[src/rtl/main_ctrl_fsm.sv]
// Multicycle MIPS-style main controller: Moore FSM driving datapath selects and
// write enables, plus a sticky flag raised when DECODE sees an unsupported opcode.
module main_ctrl_fsm (
    input  logic       clk,
    input  logic       reset,
    input  logic [5:0] op,
    input  logic [5:0] funct,
    output logic       PCWrite,
    output logic       PCWriteCond,
    output logic       IorD,
    output logic       MemWrite,
    output logic       IRWrite,
    output logic [1:0] RegDst,
    output logic [1:0] MemtoReg,
    output logic       RegWrite,
    output logic       ALUSrcA,
    output logic [1:0] ALUSrcB,
    output logic [1:0] ALUop,
    output logic [1:0] PCSrc,
    output logic       illegal,
    output logic [3:0] state
);

    typedef enum logic [3:0] {
        S_FETCH  = 4'd0,
        S_DECODE = 4'd1,
        S_MEMADR = 4'd2,
        S_MEMRD  = 4'd3,
        S_MEMWB  = 4'd4,
        S_MEMWR  = 4'd5,
        S_REX    = 4'd6,
        S_RWB    = 4'd7,
        S_BRANCH = 4'd8,
        S_ORIEX  = 4'd9,
        S_ORIWB  = 4'd10,
        S_JUMP   = 4'd11,
        S_JAL    = 4'd12,
        S_JR     = 4'd13
    } state_t;

    localparam logic [5:0] OP_RTYPE = 6'b000000;
    localparam logic [5:0] OP_LW    = 6'b100011;
    localparam logic [5:0] OP_SW    = 6'b101011;
    localparam logic [5:0] OP_BEQ   = 6'b000100;
    localparam logic [5:0] OP_ORI   = 6'b001101;
    localparam logic [5:0] OP_J     = 6'b000010;
    localparam logic [5:0] OP_JAL   = 6'b000011;
    localparam logic [5:0] FN_JR    = 6'b001000;

    state_t state_reg, state_next;
    logic   illegal_reg, illegal_next;

    always_ff @(posedge clk) begin
        if (reset) begin
            state_reg   <= S_FETCH;
            illegal_reg <= 1'b0;
        end else begin
            state_reg   <= state_next;
            illegal_reg <= illegal_next;
        end
    end

    // op/funct only matter in DECODE and MEMADR; every other state ignores them.
    always_comb begin
        state_next   = S_FETCH;
        illegal_next = illegal_reg;
        case (state_reg)
            S_FETCH:  state_next = S_DECODE;
            S_DECODE: begin
                case (op)
                    OP_LW, OP_SW: state_next = S_MEMADR;
                    OP_RTYPE:     state_next = (funct == FN_JR) ? S_JR : S_REX;
                    OP_BEQ:       state_next = S_BRANCH;
                    OP_ORI:       state_next = S_ORIEX;
                    OP_J:         state_next = S_JUMP;
                    OP_JAL:       state_next = S_JAL;
                    default: begin
                        state_next   = S_FETCH;
                        illegal_next = 1'b1;
                    end
                endcase
            end
            S_MEMADR: state_next = (op == OP_LW) ? S_MEMRD : S_MEMWR;
            S_MEMRD:  state_next = S_MEMWB;
            S_REX:    state_next = S_RWB;
            S_ORIEX:  state_next = S_ORIWB;
            default:  state_next = S_FETCH;
        endcase
    end

    always_comb begin
        PCWrite     = 1'b0;
        PCWriteCond = 1'b0;
        IorD        = 1'b0;
        MemWrite    = 1'b0;
        IRWrite     = 1'b0;
        RegDst      = 2'b00;
        MemtoReg    = 2'b00;
        RegWrite    = 1'b0;
        ALUSrcA     = 1'b0;
        ALUSrcB     = 2'b00;
        ALUop       = 2'b00;
        PCSrc       = 2'b00;
        case (state_reg)
            S_FETCH: begin
                IRWrite = 1'b1;
                PCWrite = 1'b1;
                ALUSrcB = 2'b01;
            end
            S_DECODE: ALUSrcB = 2'b11;
            S_MEMADR: begin
                ALUSrcA = 1'b1;
                ALUSrcB = 2'b10;
            end
            S_MEMRD: IorD = 1'b1;
            S_MEMWB: begin
                RegWrite = 1'b1;
                MemtoReg = 2'b01;
            end
            S_MEMWR: begin
                IorD     = 1'b1;
                MemWrite = 1'b1;
            end
            S_REX: begin
                ALUSrcA = 1'b1;
                ALUop   = 2'b10;
            end
            S_RWB: begin
                RegWrite = 1'b1;
                RegDst   = 2'b01;
            end
            S_BRANCH: begin
                ALUSrcA     = 1'b1;
                ALUop       = 2'b01;
                PCWriteCond = 1'b1;
                PCSrc       = 2'b01;
            end
            S_ORIEX: begin
                ALUSrcA = 1'b1;
                ALUSrcB = 2'b10;
                ALUop   = 2'b11;
            end
            S_ORIWB: RegWrite = 1'b1;
            S_JUMP: begin
                PCWrite = 1'b1;
                PCSrc   = 2'b10;
            end
            // PC already holds PC+4 here, so MemtoReg=10 links the return address.
            S_JAL: begin
                PCWrite  = 1'b1;
                PCSrc    = 2'b10;
                RegWrite = 1'b1;
                RegDst   = 2'b10;
                MemtoReg = 2'b10;
            end
            S_JR: begin
                PCWrite = 1'b1;
                PCSrc   = 2'b11;
            end
            default: ;
        endcase
        // Architectural side effects must not fire while reset is held.
        if (reset) begin
            PCWrite     = 1'b0;
            PCWriteCond = 1'b0;
            MemWrite    = 1'b0;
            IRWrite     = 1'b0;
            RegWrite    = 1'b0;
        end
    end

    assign state   = state_reg;
    assign illegal = illegal_reg;

endmodule

[config.mk]
export PLATFORM = sky130hd
export DESIGN_NAME = main_ctrl_fsm
export DESIGN_NICKNAME = d
export VERILOG_FILES = /design/src/rtl/main_ctrl_fsm.sv
export SDC_FILE = /design/constraint.sdc
export NUM_CORES = 1
export LEC_CHECK = 0
export BUFFER_PORTS_ARGS = -buffer_cell sky130_fd_sc_hd__buf_2
export CAP_MARGIN = 20
export CELL_PAD_IN_SITES_DETAIL_PLACEMENT = 2
export CELL_PAD_IN_SITES_GLOBAL_PLACEMENT = 2
export CORE_UTILIZATION = 20
export DETAILED_ROUTE_END_ITERATION = 12
export PLACE_DENSITY = 0.82
export SLEW_MARGIN = 20
export SYNTH_ARGS = -nofsm -noshare
export SYNTH_HDL_FRONTEND = slang
export SYNTH_SLANG_ARGS = --single-unit
[constraint.sdc]
create_clock -name clk -period 1.9 [get_ports clk]
set_input_delay 0.285 -clock clk [delete_from_list [all_inputs] [get_ports clk]]
set_output_delay 0.285 -clock clk [all_outputs]
set_load 0.02 [all_outputs]
After elaboration in Yosys (flattened, before gate mapping)

Cells that the tools add are included.
Widths: inputs -> output; s select.

Logic and storage cells: 55
Bits in registers: 5
Output and inout bits: 22

Equal/unequal tests: 20
Bitwise gates (word level): 1
Multiplexer cells: 21
Reduce and logical (&&, ||, !) cells: 11

Operators by type and width:

| cell               | number |
|---|---|
| $pmux 4 s6         | 2 |
| $eq 4x4->1 const B | 6 |
| $pmux 2 s3         | 3 |
| $eq 4x3->1 const B | 4 |
| $eq 6x2->1 const B | 2 |
| $eq 6x4->1 const B | 2 |
| $eq 6x6->1 const B | 2 |
| $mux 1             | 12 |
| $reduce_or 4->1    | 3 |
| $eq 4x2->1 const B | 2 |
| $pmux 2 s2         | 2 |
| $reduce_or 2->1    | 4 |
| $reduce_or 7->1    | 1 |
| $eq 6x3->1 const B | 1 |
| $logic_not 6->1    | 1 |
| $eq 4x1->1 const B | 1 |
| $logic_not 4->1    | 1 |
| $mux 4             | 1 |
| $mux 3             | 1 |
| $reduce_and 2->1   | 1 |
| $not 1->1          | 1 |

Longest topological paths before layout

Gate-level depths: netlist (run 1).

Depth after elaboration: 4
Gate-level depth with buffers: 5
Mapped depth without buffers: 4

Worst setup path after synthesis (run 1)

Ideal clock, no wire load.

Kind: register to output
Start point: reg state_reg[2] (netlist: state[2])
End point: out PCWrite
Arrival: 1.829 ns
Path slack: -0.214 ns
Stages on the path, launching flop included: 5
Data required time: 1.615 ns
Path through: dfxtp_1 buf_6 clkbuf_1 nor4b_1 a21o_1

Longest elaborated chain between the ends: 4
Elaborated cells between the ends (all ways): 7

Ends and longest elaborated chain:

| what                                                 | RTL line | text |
|---|---|---|
| start: declaration                                   | 50       | `state_t state_reg, state_next;` |
| start signal: assignment                             | 58       | `state_reg <= state_next;` |
| $eq 4x4->1 / $logic_not 4->1 (equally long branches) | 104      | `case (state_reg)` |
| $reduce_or 4->1 (no line) *                          | n/a      |  |
| $mux 1 *                                             | 104      |  |
| $mux 1 *                                             | 163      | `if (reset) begin` |
| end: declaration                                     | 8        | `output logic PCWrite,` |

Every way passes the cells marked *; elsewhere a longest branch is shown, timed or not.

Final worst setup path (run 1)

Start point: reg state_reg[1] (netlist: state[1])
End point: out PCWrite

The elaborated chain is that of the path after synthesis.

==> flow_summary.ini, run 1 <==
[min_path]
hold_path.class = in2reg
hp-start = reset
holdPathStages = 3
holdPathEnd = illegal

[setup_path]
crit_type = reg2out
critPathArrivalTime_ns = 1.52
cp-start-kind = flip-flop
crit_path_max_fanout = 16
critPathBufInv = 2
end_kind = output pin
required_ns = 1.62
crit_path_top_delay_cell = dfxtp_1
worstPathCellList = buf_4 -> nand2b_1 -> o21ai_0 -> and2_1 -> a21o_1 -> buf_2
slowest_delay_ns = 0.33
r2r_setup_slack_ns = 0.16
reg2reg_depth = 4
r2r-start = state[3]
worstReg2RegEnd = state[0]
critPathTopFamily = buffers and inverters

[grt]
grt.overflow.total = 0
grt_pass1_vias = 838
grt_pass1_wl_um = 4077
grtUsageTotal_pct = 15.43
antenna_found_initial = 0
grt_max_degree = 19

[sta]
fmax_mhz = 552.8
finalSetupViolCount = 0
layout_setup_ws_ns = 0.09104
rsz0062_at_grt = no
worstMarginPinSlew_ns = 0.6719
finalHoldViolCount = 0
period_needed_ns = 1.809
setup_tns_ns = 0
holdWs_ns = 0.4101
fin_crit_sh_pct = 95.21
finalMaxSlewViolations = 0
maxSlewHeadroom_pct = 54.58
clock-skew-final_ns = 0.003642

[logic_synthesis]
synth_common_cells = nor2_1 (10), a21oi_1 (6), dfxtp_1 (5), nand2b_1 (5), nor3_1 (5)
synth_nets = 102
synthTopCellsByArea = dfxtp_1 (15%), nor2_1 (5.8%), nand2b_1 (4.8%)
yosys_warnings = 0
yosysMostFrequentCell = nor2_1
ys.flop_type = dfxtp_1
yosysTopAreaCellShare_pct = 15.47
postSynthCellCount = 88
ys_types = 37
synth-edff-count = 0
synth_area_um2 = 646.9
ys_seq_area_share_pct = 15.47
yosysTopAreaCell = dfxtp_1
async_flop_share_pct = 0
avgSynthCellArea_um2 = 7.351
synth_seq_cells = 5

[clocking]
root_buffer = clkbuf_4
htreeDepth = 1
cts_made_buffers = 3
clk_pin_slew_ns = 0.05
hold_buffers = 0
clk_latency_ns = 0.25
cts_setup_buffers = 0
clockBufferDepth = 2
cts_tree = yes
clock-sinks = 5

[cells_and_area]
nets = 142
final_area_um2 = 937.1
fin_util_pct = 30.70
diodes = 0
multi_input_comb_area_um2 = 531.8
n_fill_cell = 380
layout.cells.non_filler = 171
largest_register_ff_count = 4
seqCellArea_um2 = 100.1
drive_above_1_share_pct = 43.31
syn_to_final_growth_pct = 44.87

[run_status]
status = finished, final reports clean

[route]
vias_per_cell = 4.924
num_vias = 842
drt_first_iter_violations = 25
wire_per_inst_um = 14.96
drc = 0
wl_um = 2559
ant_nets = 0
dr.pass1.iters = 4

[placed_design]
post-dp-hpwl_um = 2079
dpl-instance-area_um2 = 894.6
io_buffers = 35
dp_cells = 167
gp_congestion = 0.8071
dp_slack_ns = 0.1619

[power_and_ir_drop]
p_per_area_mw_per_mm2 = 420.1
leakage_nw = 0.4121
peakVddDrop_uv = 296.0
total_power_mw = 0.3937

[floorplan]
fp.dieW_um = 58.87
die-area_mm2 = 0.003466
coreArea_mm2 = 0.003053
rows = 20
io_pins = 36
initial_core_util_pct = 21.19
die_h_um = 58.87

[flow_run]
drv_cap = 0
-- what timing repair did --
item,in CTS,in global routing
endpoints found under the hold margin,0,0
resized for setup,2,4
setup endpoints to repair,1,2
-- kinds of logic (layout without fill, tap and decap cells) --
kind of cell,Yosys count,after routing,synth area share (%)
xor gates and xnor gates,3,3,4.063
muxes,1,1,1.741
buffers and inverters,7,46,5.222
AOI/OAI and AO/OA,28,28,35.01
DFF,5,5,15.47
and+or+nand+nor,44,44,38.49
-- worst reg2reg max path, stage by stage (launching register included) --
cell,delay (ns)
dfxtp_1,0.31
or4b_4,0.58
a211oi_1,0.32
o221ai_2,0.19
a221oi_2,0.26
-- report_power, final --
| group | leakage, nW | internal, mW | switching, mW |
|---|---|---|---|
| Clock | 0.0150 | 0.0796 | 0.0469 |
| Combinational | 0.356 | 0.0617 | 0.0913 |
| Sequential | 0.0408 | 0.111 | 0.00341 |
-- layout make-up --
| type | count | area share, % |
|---|---|---|
| flip-flops and latches | 5 | 10.68 |
| well taps | 44 | 5.874 |
| repair buffers | 40 | 23.10 |
| clock buffers | 4 | 2.804 |
| inverters | 2 | 0.8011 |
| multi-input cells | 76 | 56.74 |
-- routing by layer --
metal / vias up / track usage, % / wire length [um]
met3: 4 / 1.538 / 83
met5: - / 0 / 0
met2: 19 / 26.46 / 1289
met1: 411 / 20.53 / 1160
met4: 0 / 4.082 / 26
li1: 408 / - / -
-- layout by cell type, fill, tap and decap left out, drive strengths merged, types with 3 or more instances in the layout --
master | netlist | routed
or3 | 3 | 3
nand2b | 5 | 5
nand2 | 4 | 4
nor2 | 10 | 10
buf | 1 | 40
a21oi | 6 | 6
dfxtp | 5 | 5
o21ai | 4 | 4
a211oi | 5 | 5
or2 | 5 | 5
clkbuf | 4 | 4
nor3 | 5 | 5
-- how the worst max path moves through the flow --
| stage | start | end | slack, ns | depth (start not counted) |
|---|---|---|---|---|
| after floorplan | state[2] | state[0] | 0.07 | 5 |
| after global routing | state[1] | PCWrite | 0.01 | 6 |
| after detailed placement | op[1] | state[0] | 0.16 | 5 |
| after CTS | state[2] | ALUop[1] | 0.01 | 5 |
| final | state[1] | PCWrite | 0.09 | 6 |
| after global placement | state[3] | state[0] | 0.23 | 4 |
No activity file was read; power rests on OpenSTA's default activity.
==> run 2: changes to the inputs <==
--- a/config.mk
+++ b/config.mk
@@ -11,7 +11,7 @@
 export CELL_PAD_IN_SITES_GLOBAL_PLACEMENT = 2
 export CORE_UTILIZATION = 20
 export DETAILED_ROUTE_END_ITERATION = 12
-export PLACE_DENSITY = 0.82
+export PLACE_DENSITY = 0.79
 export SLEW_MARGIN = 20
 export SYNTH_ARGS = -nofsm -noshare
 export SYNTH_HDL_FRONTEND = slang
==> run 2 against run 1 <==
Compared with the run above: clock-buffer cell count unchanged; die area unchanged; total power decreased by 2.2%; global-route usage increased by 0.73 points; cell count decreased by 0.58%; critical path type unchanged.
==> flow_summary.ini, run 2 (synthesis gave the netlist of run 1 again) <==
[route]
wl_um = 2519
num_vias = 834
drc = 0
vias_per_cell = 4.906
drt_first_iter_violations = 23
dr.pass1.iters = 2
wire_per_inst_um = 14.82
ant_nets = 0

[sta]
worstMarginPinSlew_ns = 0.5153
rsz0062_at_grt = no
period_needed_ns = 1.779
finalMaxSlewViolations = 0
finalHoldViolCount = 0
fmax_mhz = 562.1
maxSlewHeadroom_pct = 65.16
fin_crit_sh_pct = 93.63
finalSetupViolCount = 0
setup_tns_ns = 0
clock-skew-final_ns = 0.003459

[setup_path]
end_kind = output pin
critPathArrivalTime_ns = 1.49
crit_type = reg2out
required_ns = 1.62
reg2reg_depth = 4
cp-start-kind = flip-flop
worstReg2RegEnd = state[0]
crit_path_max_fanout = 18
r2r-start = state[3]
critical_path.startpoint = state[2]
r2r_setup_slack_ns = 0.19

[clocking]
htreeDepth = 1
clockBufferDepth = 2
root_buffer = clkbuf_4
clk_pin_slew_ns = 0.04
clk_latency_ns = 0.24
cts_tree = yes
clock-sinks = 5
cts_made_buffers = 3

[cells_and_area]
final_area_um2 = 940.9
seqCellArea_um2 = 100.1
layout.cells.non_filler = 170
n_fill_cell = 389
syn_to_final_growth_pct = 45.45
diodes = 0
drive_above_1_share_pct = 42.86
final_common_cell = buf_2
multi_input_comb_area_um2 = 540.5
nets = 141
largest_register_ff_count = 4
final_cell_mix = buf_2 (34), nor2_1 (10), a21oi_1 (6)

[placed_design]
dpl-instance-area_um2 = 887.1
dp_cells = 166
post-dp-hpwl_um = 2038
gp_congestion = 0.7893
io_buffers = 35

[grt]
antenna_found_initial = 0
grt_pass1_vias = 894
grt_pass1_wl_um = 4271
grt_max_degree = 19
grt.overflow.total = 0
grtUsageTotal_pct = 16.15

[floorplan]
initial_core_util_pct = 21.19
io_pins = 36
die_h_um = 58.87
fp.dieW_um = 58.87
die-area_mm2 = 0.003466
coreArea_mm2 = 0.003053
rows = 20

[power_and_ir_drop]
p_per_area_mw_per_mm2 = 409.4
peakVddDrop_uv = 231.2
pwr-share-comb_pct = 39.4
pwr-share-clk_pct = 31.1
power_switching_mw = 0.1347
switching_share_pct = 34.97
leakage_nw = 0.4148
p_int_mw = 0.2505
power_frac_seq_pct = 29.4

[flow_run]
drv_cap = 0

[min_path]
hp-start = op[4]
holdPathStages = 4
holdPathEnd = state[0]
hold_path.class = in2reg

[run_status]
status = finished, final reports clean
[run 2: worst max-delay path, stage by stage, from the launching register on]
cell and delay (ns):
dfxtp_1 0.33, buf_4 0.24, or2b_1 0.31, o21ai_0 0.20
buf_4 0.18
[run 2: how the worst max path moves through the flow]
| stage | endpoint | cells after the start |
|---|---|---|
| 2_1_floorplan | state[0] | 5 |
| 3_3_place_gp | state[0] | 5 |
| 3_5_place_dp | state[0] | 5 |
| 4_1_cts | ALUop[1] | 5 |
| 5_1_grt | PCWrite | 5 |
| 6_report | ALUop[1] | 4 |
[run 2: metal layers]
layer / routed length [um] / part of all wire, % / track usage (%)
met1: 1167 / 46 / 21.44
met3: 46 / 1.8 / 0.8791
met5: 0 / 0 / 0
met4: 42 / 1.7 / 6.803
met2: 1263 / 50 / 27.11
[run 2: final cells by class]
cell class,instances,area share [%]
Multi-Input combinational cell,76,57.45
Timing Repair Buffer,39,22.47
Sequential cell,5,10.64
Tap cell,44,5.851
Clock buffer,4,2.793
Inverter,2,0.7979
[run 2: timing repair]
action | CTS | global route
pin swaps | 0 | 0
resized for setup | 4 | 2
setup buffers | 0 | 0
cloned | 0 | 0
hold buffers | 0 | 0
endpoints found under the setup margin | 1 | 2
[run 2: stage by stage]
| stage | power [mW] | hold WS [ns] | utilization, % | worst slack [ns] |
|---|---|---|---|---|
| 6_report | 0.3852 | 0.4145 | 30.82 | 0.1211 |
| 3_3_place_gp | 0.2566 | 0.4488 | 29.06 | 0.2244 |
| 2_1_floorplan | 0.2051 | 0.4587 | - | 0.07012 |
| 4_1_cts | 0.3911 | 0.4000 | 30.41 | 0.07177 |
| 3_5_place_dp | 0.2637 | 0.4637 | 29.06 | 0.1625 |
| 5_1_grt | 0.4128 | 0.4136 | 30.82 | 0.02040 |
[run 2: power by group through the flow]
stage                     Combinational (mW)  Sequential (mW)  Clock (mW)
after floorplan                       0.0829            0.122           0
after global placement                 0.142            0.115           0
after detailed placement               0.148            0.115           0
after CTS                              0.151            0.113       0.127
after global routing                   0.164            0.114       0.135
final                                  0.152            0.113       0.120
